### src/rtl/hc05_cmd_initiator.sv
// HC-05 style command initiator: sends a 4-byte 8N1 frame (A5, cmd, arg, chk)
// and waits for a one-byte reply, reporting OK/TIMEOUT/FRAMING/NACK.
module hc05_cmd_initiator #(
  parameter int CLOCK_FREQ     = 50_000_000,
  parameter int BAUD_RATE      = 9600,
  parameter int TIMEOUT_CYCLES = 50_000_000
) (
  input  logic       clk_50mhz,
  input  logic       reset_n,
  input  logic       start,
  input  logic [7:0] cmd_in,
  input  logic [7:0] arg_in,
  input  logic       uart_rx,
  output logic       uart_tx,
  output logic       busy,
  output logic       done,
  output logic [1:0] status,
  output logic [7:0] rsp_out
);

  localparam int BIT_CYCLES  = CLOCK_FREQ / BAUD_RATE;
  localparam int HALF_CYCLES = BIT_CYCLES / 2;
  localparam int BW = $clog2(BIT_CYCLES + 1);
  localparam int TW = $clog2(TIMEOUT_CYCLES + 1);

  localparam logic [BW-1:0] BIT_LAST  = BW'(BIT_CYCLES - 1);
  localparam logic [BW-1:0] HALF_LAST = BW'(HALF_CYCLES - 1);
  localparam logic [TW-1:0] TO_LAST   = TW'(TIMEOUT_CYCLES - 1);

  localparam logic [1:0] ST_OK    = 2'b00;
  localparam logic [1:0] ST_TOUT  = 2'b01;
  localparam logic [1:0] ST_FRAME = 2'b10;
  localparam logic [1:0] ST_NACK  = 2'b11;

  localparam logic [7:0] SYNC_BYTE = 8'hA5;

  typedef enum logic [2:0] {
    IDLE,
    SEND_SYNC,
    SEND_CMD,
    SEND_ARG,
    SEND_CHK,
    WAIT_RSP,
    FINISH
  } state_e;

  typedef enum logic [1:0] {
    RX_IDLE,
    RX_START,
    RX_DATA,
    RX_STOP
  } rx_state_e;

  state_e          state_q, state_d;
  logic [7:0]      cmd_q, cmd_d;
  logic [7:0]      arg_q, arg_d;
  logic [BW-1:0]   tx_cnt_q, tx_cnt_d;
  logic [3:0]      tx_bit_q, tx_bit_d;
  logic [TW-1:0]   to_cnt_q, to_cnt_d;
  logic [1:0]      status_q, status_d;
  logic [7:0]      rsp_q, rsp_d;

  logic            rx_meta_q, rx_sync_q, rx_prev_q;
  rx_state_e       rx_state_q, rx_state_d;
  logic [BW-1:0]   rx_cnt_q, rx_cnt_d;
  logic [2:0]      rx_bit_q, rx_bit_d;
  logic [7:0]      rx_shift_q, rx_shift_d;

  logic            sending;
  logic            tx_last;
  logic [7:0]      tx_byte;
  logic            tx_line;
  logic            rx_done;
  logic            rx_stop_ok;
  logic            rx_active;

  assign sending = state_q inside {SEND_SYNC, SEND_CMD, SEND_ARG, SEND_CHK};
  assign tx_last = (tx_cnt_q == BIT_LAST) && (tx_bit_q == 4'd9);

  // Timeout pauses only once a start bit has been confirmed at mid-bit.
  assign rx_active = rx_state_q inside {RX_DATA, RX_STOP};

  always_comb begin
    tx_byte = SYNC_BYTE;
    unique case (state_q)
      SEND_CMD: tx_byte = cmd_q;
      SEND_ARG: tx_byte = arg_q;
      SEND_CHK: tx_byte = cmd_q ^ arg_q;
      default:  tx_byte = SYNC_BYTE;
    endcase
  end

  always_comb begin
    tx_line = 1'b1;
    if (sending) begin
      if (tx_bit_q == 4'd0) begin
        tx_line = 1'b0;
      end else if (tx_bit_q <= 4'd8) begin
        tx_line = tx_byte[tx_bit_q[2:0] - 3'd1];
      end
    end
  end

  always_comb begin
    rx_state_d = rx_state_q;
    rx_cnt_d   = rx_cnt_q;
    rx_bit_d   = rx_bit_q;
    rx_shift_d = rx_shift_q;
    rx_done    = 1'b0;
    rx_stop_ok = 1'b0;
    unique case (rx_state_q)
      RX_IDLE: begin
        if (rx_prev_q && !rx_sync_q) begin
          rx_state_d = RX_START;
          rx_cnt_d   = '0;
        end
      end
      RX_START: begin
        if (rx_cnt_q == HALF_LAST) begin
          rx_cnt_d   = '0;
          rx_bit_d   = '0;
          rx_state_d = rx_sync_q ? RX_IDLE : RX_DATA;
        end else begin
          rx_cnt_d = rx_cnt_q + BW'(1);
        end
      end
      RX_DATA: begin
        if (rx_cnt_q == BIT_LAST) begin
          rx_cnt_d   = '0;
          rx_shift_d = {rx_sync_q, rx_shift_q[7:1]};
          if (rx_bit_q == 3'd7) begin
            rx_state_d = RX_STOP;
          end else begin
            rx_bit_d = rx_bit_q + 3'd1;
          end
        end else begin
          rx_cnt_d = rx_cnt_q + BW'(1);
        end
      end
      RX_STOP: begin
        if (rx_cnt_q == BIT_LAST) begin
          rx_done    = 1'b1;
          rx_stop_ok = rx_sync_q;
          rx_cnt_d   = '0;
          rx_state_d = RX_IDLE;
        end else begin
          rx_cnt_d = rx_cnt_q + BW'(1);
        end
      end
      default: rx_state_d = RX_IDLE;
    endcase
  end

  always_comb begin
    state_d  = state_q;
    cmd_d    = cmd_q;
    arg_d    = arg_q;
    tx_cnt_d = tx_cnt_q;
    tx_bit_d = tx_bit_q;
    to_cnt_d = to_cnt_q;
    status_d = status_q;
    rsp_d    = rsp_q;
    unique case (state_q)
      IDLE: begin
        if (start) begin
          state_d  = SEND_SYNC;
          cmd_d    = cmd_in;
          arg_d    = arg_in;
          tx_cnt_d = '0;
          tx_bit_d = '0;
        end
      end
      SEND_SYNC, SEND_CMD, SEND_ARG, SEND_CHK: begin
        if (tx_cnt_q == BIT_LAST) begin
          tx_cnt_d = '0;
          tx_bit_d = (tx_bit_q == 4'd9) ? 4'd0 : tx_bit_q + 4'd1;
        end else begin
          tx_cnt_d = tx_cnt_q + BW'(1);
        end
        if (tx_last) begin
          unique case (state_q)
            SEND_SYNC: state_d = SEND_CMD;
            SEND_CMD:  state_d = SEND_ARG;
            SEND_ARG:  state_d = SEND_CHK;
            default: begin
              state_d  = WAIT_RSP;
              to_cnt_d = '0;
            end
          endcase
        end
      end
      WAIT_RSP: begin
        if (rx_done) begin
          state_d = FINISH;
          if (!rx_stop_ok) begin
            status_d = ST_FRAME;
          end else begin
            rsp_d    = rx_shift_q;
            status_d = (rx_shift_q == cmd_q) ? ST_OK : ST_NACK;
          end
        end else if (!rx_active) begin
          if (to_cnt_q == TO_LAST) begin
            state_d  = FINISH;
            status_d = ST_TOUT;
          end else begin
            to_cnt_d = to_cnt_q + TW'(1);
          end
        end
      end
      FINISH:  state_d = IDLE;
      default: state_d = IDLE;
    endcase
  end

  always_ff @(posedge clk_50mhz or negedge reset_n) begin
    if (!reset_n) begin
      state_q    <= IDLE;
      cmd_q      <= '0;
      arg_q      <= '0;
      tx_cnt_q   <= '0;
      tx_bit_q   <= '0;
      to_cnt_q   <= '0;
      status_q   <= ST_OK;
      rsp_q      <= '0;
      rx_meta_q  <= 1'b1;
      rx_sync_q  <= 1'b1;
      rx_prev_q  <= 1'b1;
      rx_state_q <= RX_IDLE;
      rx_cnt_q   <= '0;
      rx_bit_q   <= '0;
      rx_shift_q <= '0;
    end else begin
      state_q    <= state_d;
      cmd_q      <= cmd_d;
      arg_q      <= arg_d;
      tx_cnt_q   <= tx_cnt_d;
      tx_bit_q   <= tx_bit_d;
      to_cnt_q   <= to_cnt_d;
      status_q   <= status_d;
      rsp_q      <= rsp_d;
      rx_meta_q  <= uart_rx;
      rx_sync_q  <= rx_meta_q;
      rx_prev_q  <= rx_sync_q;
      rx_state_q <= rx_state_d;
      rx_cnt_q   <= rx_cnt_d;
      rx_bit_q   <= rx_bit_d;
      rx_shift_q <= rx_shift_d;
    end
  end

  assign uart_tx = tx_line;
  assign busy    = (state_q != IDLE);
  assign done    = (state_q == FINISH);
  assign status  = status_q;
  assign rsp_out = rsp_q;

endmodule

### config.mk
export PLATFORM = sky130hd
export DESIGN_NAME = hc05_cmd_initiator
export DESIGN_NICKNAME = d
export VERILOG_FILES = /design/src/rtl/hc05_cmd_initiator.sv
export SDC_FILE = /design/constraint.sdc
export NUM_CORES = 1
export LEC_CHECK = 0
export ABC_AREA = 1
export BUFFER_PORTS_ARGS = -buffer_cell sky130_fd_sc_hd__buf_2
export CORE_MARGIN = 8
export CORE_UTILIZATION = 65
export CTS_CLUSTER_DIAMETER = 100
export DETAILED_ROUTE_END_ITERATION = 10
export GPL_TIMING_DRIVEN = 0
export PLACE_DENSITY_LB_ADDON = 0.15
export SYNTH_ARGS = -nofsm -noshare
export SYNTH_HDL_FRONTEND = slang
export SYNTH_SLANG_ARGS = --single-unit
### constraint.sdc
create_clock -name clk_50mhz -period 4.3 [get_ports clk_50mhz]
set_input_delay 0.645 -clock clk_50mhz [delete_from_list [all_inputs] [get_ports clk_50mhz]]
set_output_delay 0.645 -clock clk_50mhz [all_outputs]
set_load 0.01 [all_outputs]
==> results of run 1 <==
-- flip-flops by register name (all words and copies together) (netlist names), named ones only --
signal,cells
tx_bit_q,4
status,2
rsp_out,8
arg_q,8
rx_cnt_q,13
rx_shift_q,8
rx_meta_q,1
rx_sync_q,1
rx_state_q,1
to_cnt_q,26
state_q,3
tx_cnt_q,13
cmd_q,8
rx_bit_q,3
rx_prev_q,1
-- worst max path at each step --
| stage | slack (ns) | end | from | depth (start not counted) |
|---|---|---|---|---|
| global placement | 1.57 | cmd_q[4] | reset_n | 1 |
| finish | 1.23 | uart_tx | tx_bit_q[0] | 13 |
| global route | 0.99 | uart_tx | tx_bit_q[0] | 13 |
| detailed placement | 1.65 | uart_tx | tx_bit_q[0] | 13 |
| CTS | 1.22 | uart_tx | tx_bit_q[0] | 13 |
| floorplan | 2.00 | uart_tx | tx_bit_q[0] | 12 |
-- through the flow --
stage          instances  setup WS, ns  power [mW]
2_1_floorplan        827          2.00        2.22
3_3_place_gp         970          1.57        2.50
3_5_place_dp         971          1.65        2.57
4_1_cts              987          1.22        3.16
5_1_grt              987         0.991        3.39
6_report             987          1.23        3.16
-- Yosys cell counts, drive strengths merged --
cell,instances,share of area [%]
a21boi,1,0.12
xnor2,11,1.6
dfstp,3,1.3
buf,9,1.3
nand3b,1,0.12
nor2,89,5.7
xor2,26,3.8
o31ai,1,0.12
nor3,24,2.1
o21ai,48,4.0
nand3,72,6.5
a22o,1,0.15
o21bai,1,0.12
ha,9,1.9
clkbuf,9,0.56
nand2b,1,0.10
nand2,268,17
a31oi,1,0.10
dfrtp,98,41
a21oi,18,1.7
nor3b,2,0.25
nor4,3,0.31
a32o,1,0.17
a211oi,1,0.12
o22ai,7,0.73
nand4,28,3.2
or2,3,0.31
inv,91,5.8
-- report_power, final --
| part | switching (mW) | leakage, nW | internal, mW |
|---|---|---|---|
| sequential | 0.174 | 1.36 | 1.10 |
| combinational | 0.855 | 1.63 | 0.438 |
| clock | 0.353 | 0.0960 | 0.236 |
| total | 1.38 | 3.09 | 1.78 |
-- worst reg2reg max path, stage by stage (launching register included) --
cell     delay, ns
dfrtp_1       0.39
buf_6         0.14
nor2_2        0.24
nand2_1       0.17
nor2_2        0.25
nor2_2        0.09
a21oi_2       0.24
buf_2         0.29
o21ai_0       0.12
-- layout by cell type (no fill, tap or decap), types with 2 or more instances in the layout --
| cell type | instances |
|---|---|
| clkbuf_8 | 10 |
| nor2_2 | 4 |
| o22ai_1 | 7 |
| dfrtp_1 | 98 |
| inv_4 | 3 |
| inv_1 | 82 |
| nor4_1 | 3 |
| nand4_1 | 27 |
| or2_2 | 3 |
| xor2_1 | 26 |
| buf_2 | 32 |
| clkbuf_1 | 9 |
| nand2_1 | 261 |
| nand3_1 | 69 |
| ha_1 | 9 |
| a21oi_1 | 16 |
| nand2_4 | 3 |
| nand2_2 | 4 |
| o21ai_0 | 47 |
| nor2_1 | 85 |
| dfstp_2 | 3 |
| nor3_1 | 23 |
| inv_2 | 6 |
| buf_4 | 3 |
| nor3b_1 | 2 |
| xnor2_1 | 11 |
| inv_6 | 2 |
| nand3_4 | 2 |
| buf_6 | 5 |
-- cells by family (layout without fill, tap and decap cells) --
| kind of cell | count (synthesis) | in the layout | synth area share (%) |
|---|---|---|---|
| AO/OA/AOI/OAI | 80 | 80 | 7.37 |
| XOR/XNOR | 37 | 37 | 5.37 |
| adder cells (fa/ha/maj) | 9 | 9 | 1.87 |
| buffers and inverters | 109 | 158 | 7.68 |
| flip-flops | 101 | 101 | 42.0 |
| AND/OR/NAND/NOR | 491 | 491 | 35.7 |
-- layout make-up --
class	instances	area share [%]
clock buffer	10	2.10
tap	111	2.12
clock inverter	6	0.840
multi-input combinational	617	46.3
inverter	91	5.33
buffer	18	1.74
timing repair buffer	33	2.90
sequential	101	38.6
-- per-layer routing --
| layer | global-route usage (%) | up-vias |
|---|---|---|
| met5 | 0 | - |
| met4 | 5.67 | 0 |
| met3 | 3.76 | 14 |
| met2 | 39.0 | 115 |
| met1 | 29.5 | 2591 |
| li1 | - | 2740 |
==> parameters.txt, run 1 <==
Parameter                              Value

CTS
  TritonCTS clock tree ... yes
  Clk_lat worst skew ... 0.36 ns
  Cts repair resizes ... 0
  CTS Buf Count ... 9
  Post-CTS setup buffers ... 0
  Number of buffers between clock root and the deepest sink ... 2
  Depth of the CTS H-tree ... 3
  Root Buffer Master ... clkbuf_8
  Quantity of hold-fixing buffers added after cts ... 0
  Clock-pin slew of the registers on the worst-case setup and hold paths ... 0.10 ns
  Count of clock tree sinks ... approximately 100

Setup path
  Cell with the biggest individual delay on the critical path ... dfrtp_1
  CP arrival ... 2.43 ns
  Critical path start-end classification ... reg -> out
  FF-to-FF End ... tx_bit_q[0]
  Critical path's most frequent cell ... nand2_1
  Buffering stage count on the worst path with inverters included ... 4
  Stage delay of the slowest cell on the critical path ... 0.47 ns
  Critical path fanouts, max ... 9
  Critical Path Source Type ... flip-flop
  Worst r2r src ... state_q[1]
  CP top delay family ... buffers and inverters
  Critical path, cell by cell ... inv_1 -> ha_1 -> clkbuf_1 -> inv_1 -> nand2_1 -> nand2_1 -> a21oi_1 -> nand2_1 -> nand3_1 -> nand2_1 -> nand2_1 -> nand2_1 -> buf_2
  Critical path required time ... around 3.7 ns
  R2r worst-path depth ... 8
  R2R setup slack ... roughly 2.3 ns
  CP endpoint kind ... output port

Layout
  Area taken by flip-flops and latches ... 2530 um2
  Post-route standard cell area excluding fillers ... 6550 um2
  Share of layout cells above drive strength 1 ... 10.3%
  Diodes inserted ... 0
  Layout-stage area growth over the synthesis result ... 8.65%
  Number of filler instances in the final layout ... 757
  Fin nets ... 900
  Fin util ... roughly 72%
  Total area of multi-input combinational cells ... ~3000 um2

GRT
  Antenna violations before repair ... 0
  Pin count of the biggest net entering global routing ... 61
  First-pass GRT wire length ... roughly 24 mm
  Vias in the first global route ... 5380
  Gr usage total ... 22.8%
  Total gr overflow ... 0

Timing
  Count of pins over their slew limit ... 0
  Final total negative setup slack ... 0 ns
  Period utilisation layout ... 71.5%
  Hold WS ... around 0.28 ns
  Highest achievable clock rate ... 325 MHz
  Worst slew margin ... 60.5%
  Max Clock Skew ... 0.0124 ns
  Transition time of the tightest slew-check pin ... ~0.6 ns
  Final Hold Vio Count ... 0
  Setup Viol. Count Final ... 0
  RSZ-0062 raised after global routing ... no
  Period minus WS final ... 3.07 ns

Synth
  Net Count, Synth ... 856
  Netlist area before placement ... 6030 um2
  Gate count after technology mapping ... 827
  Synth cell types ... 43
  Sequential fraction of the synthesis area ... 42.0%
  Avg Synthesized Cell Area ... 7.29 um2
  Post-synthesis register bit count ... about 100
  Warnings from Yosys ... 0

Die
  Area enclosed by the die boundary ... 12600 um2
  X dimension of the die ... around 110 um
  I/O pin count ... 33
  # rows ... 35
  Area of the core region ... 9110 um2
  Initial Util ... 66.2%
  Die Y-Extent ... 112 um

Place
  Detail Placement HPWL ... 10.5 mm
  Final Wtd Congestion ... ~0.92
  Number of buffers added on ports ... 32
  Placement Cell Area ... around 6400 um2

Routing
  Starting DRT DRC Count ... 343
  Wire length on met3 ... roughly 600 um
  Remaining number of nets flagged by the antenna check after routing ... 0
  Met1 routed wirelength after detailed routing ... 6.45 mm
  Number of optimization iterations in the first detailed-route pass ... 4
  DRC violations left ... 0
  Number of vias after detailed routing ... 5460
  Uppermost routed layer ... met4
  DRT Wirelength ... 14.1 mm
  Avg WL per Cell ... 14.3 um
  Wire length on met2 ... 6.94 mm
  Vias/cell ... around 5.5

Min path
  Classification of the worst-slack hold path ... in -> async

Power
  Worst ir drop on vdd ... ~0.00024 V
  Pwr Density ... 482 nW/um2
  Leakage power total ... 3.09 nW

Flow run
  Max-Cap Viols ... 0

Run status
  Result of the run ... complete, no violations
Note: power is estimated with default switching activity, not from simulation.
==> run 2, diff against run 1 <==
Settings changed: CORE_UTILIZATION 65 to 62.
Clock period 4.3 ns to 2.9 ns, I/O delays scaled along.
==> parameters.txt, run 2 (same netlist as run 1, synthesis figures left out) <==
Parameter                              Value

CTS
  Root Buffer Master ... clkbuf_8
  Number of buffers between clock root and the deepest sink ... 2 (unchanged)
  Count of clock tree sinks ... 101 (unchanged)
  Depth of the CTS H-tree ... 3 (unchanged)
  CTS Buf Count ... 9 (unchanged)
  Quantity of hold-fixing buffers added after cts ... 0 (unchanged)
  Clk_lat worst skew ... 0.40 ns (+0.04 ns)
  TritonCTS clock tree ... yes
  Clock-pin slew of the registers on the worst-case setup and hold paths ... 0.10 ns (about the same)

Layout
  Highest-count cells in the layout ignoring fill and taps ... 261 x nand2_1, 98 x dfrtp_1, 85 x nor2_1
  Layout-stage area growth over the synthesis result ... 10.1%
  Post-route standard cell area excluding fillers ... 6640 um2 (+1.4%)
  Fin nets ... 899 (-0.11%)
  Most frequent standard cell in the layout excluding fill and tap cells ... nand2_1
  Top register by number of flip-flops ... to_cnt_q
  Area taken by flip-flops and latches ... 2530 um2 (unchanged)
  Largest registers ... to_cnt_q: 26 flops, rx_cnt_q: 13 flops, tx_cnt_q: 13 flops
  Diodes inserted ... 0 (unchanged)
  Total area of multi-input combinational cells ... 3040 um2 (about the same)
  Fin util ... 69.2% (-2.7 points)
  Share of layout cells above drive strength 1 ... 10.4% (+0.13 points)
  Number of filler instances in the final layout ... 832 (+9.9%)
  Number of flip-flops under the largest register name ... 26 (unchanged)

Die
  Die Y-Extent ... 115 um (+2.0%)
  I/O pin count ... 33 (unchanged)
  Area enclosed by the die boundary ... 13100 um2 (+4.1%)
  Area of the core region ... 9590 um2 (+5.3%)
  Initial Util ... 62.8% (-3.3 points)
  X dimension of the die ... 115 um (+2.0%)
  # rows ... 36 (+2.9%)

Timing
  Final total negative setup slack ... 0 ns (unchanged)
  Count of pins over their slew limit ... 0 (unchanged)
  Worst slew margin ... 58.4% (-2.1 points)
  Transition time of the tightest slew-check pin ... 0.624 ns (+0.0375 ns)
  Setup Viol. Count Final ... 0 (unchanged)
  Period utilisation layout ... between 90 and 100%
  Post-route setup slack ... 0.213 ns (-1.01 ns)
  Period minus WS final ... 2.69 ns
  Max Clock Skew ... 0.0137 ns (+0.00135 ns)
  Highest achievable clock rate ... 372 MHz
  RSZ-0062 raised after global routing ... no
  Final Hold Vio Count ... 0 (unchanged)

Place
  Detail Placement HPWL ... 10.4 mm (-0.79%)
  Placement Cell Area ... 6390 um2 (+0.43%)
  Post-placement setup slack ... 0.452 ns (-1.20 ns)
  Final Wtd Congestion ... 0.921 (about the same)
  Number of buffers added on ports ... 32 (unchanged)

Routing
  Starting DRT DRC Count ... 434 (+27%)
  Number of vias after detailed routing ... 5465 (+0.092%)
  DRC violations left ... 0 (unchanged)
  Vias/cell ... 5.42 (-2.0%)
  Number of optimization iterations in the first detailed-route pass ... 5 (+1)
  Avg WL per Cell ... 13.9 um (-3.1%)
  Remaining number of nets flagged by the antenna check after routing ... 0 (unchanged)
  DRT Wirelength ... 14.0 mm (-1.0%)

GRT
  Vias in the first global route ... 5365 (-0.28%)
  Antenna violations before repair ... 0 (unchanged)
  Pin count of the biggest net entering global routing ... 54 (-11%)
  Total gr overflow ... 0 (unchanged)
  Gr usage total ... 23.4% (+0.60 points)
  First-pass GRT wire length ... 24.8 mm (+2.2%)

Flow run
  Max-Cap Viols ... 0 (unchanged)

Setup path
  Critical path's most frequent cell ... nand2_1
  Critical path, cell by cell ... inv_1 -> ha_2 -> inv_1 -> nand2_1 -> nand2_1 -> a21oi_1 -> nand2_1 -> nand3_1 -> nand2_1 -> nand2_1 -> nand2_1 -> buf_2
  Cell with the biggest individual delay on the critical path ... dfrtp_1
  CP endpoint kind ... output port
  Worst r2r src ... state_q[1]
  Buffering stage count on the worst path with inverters included ... 3 (-1)
  Critical Path Source Type ... flip-flop
  CP arrival ... 2.25 ns (-0.18 ns)
  CP top delay family ... flip-flops
  Timing startpoint of the critical path ... tx_bit_q[0]
  Critical path required time ... 2.47 ns (-1.18 ns)
  Critical path start-end classification ... reg -> out
  Stage delay of the slowest cell on the critical path ... 0.46 ns (about the same)
  Critical path fanouts, max ... 9 (unchanged)

Run status
  Result of the run ... complete, no violations

Min path
  Classification of the worst-slack hold path ... in -> async

Power
  Pwr Density ... 741 nW/um2 (+54%)
  Total power consumption of the routed design ... 4.92 mW (+56%)
  Worst ir drop on vdd ... 0.000650 V (+170%)
  Leakage power total ... 3.12 nW (+0.98%)
-- run 2: path summary, 6_finish.rpt --
| kind | endpoint | slack [ns] | cells after the start |
|---|---|---|---|
| worst max-delay path | uart_tx | 0.21 | 12 |
| worst min-delay path | to_cnt_q[7] | 0.04 | 1 |
| worst max register to register | tx_bit_q[0] | 0.88 | 8 |
| worst min register to register | rx_sync_q | 0.36 | 0 |
| max in group asynchronous | rx_shift_q[2] | 2.19 | 2 |
| min in group clk_50mhz | rx_meta_q | 0.13 | 1 |
-- run 2: final cells by class --
type	count	area share [%]
clock buffer	9	1.87
tap	133	2.51
timing repair buffer	33	2.86
multi-input combinational	617	45.8
inverter	91	5.26
clock inverter	7	1.98
buffer	17	1.66
sequential	101	38.1
-- run 2: report_power, final --
part	switching (mW)	internal, mW	total [mW]
clock	0.542	0.587	1.13
sequential	0.258	1.63	1.89
combinational	1.24	0.655	1.90
total	2.04	2.88	4.92
-- run 2: metal layers --
| layer | vias to the layer above | share of wire (%) | GRT usage, % |
|---|---|---|---|
| met2 | 118 | 48 | 37.9 |
| met1 | 2577 | 46 | 29.3 |
| met3 | 19 | 4.8 | 6.43 |
| met5 | - | 0 | 0 |
| li1 | 2751 | - | - |
| met4 | 0 | 1.5 | 8.16 |
-- run 2: stage by stage --
step / instances / hold slack (ns)
after global placement: 992 / 0.346
final: 1008 / 0.0374
after CTS: 1008 / 0.0450
after global routing: 1008 / 0.0717
after detailed placement: 993 / 0.350
after floorplan: 827 / 0.139
-- run 2: what timing repair did --
action                     CTS  global route
setup endpoints to repair    1             1
resized for setup            0             1
buffers inserted             0             0
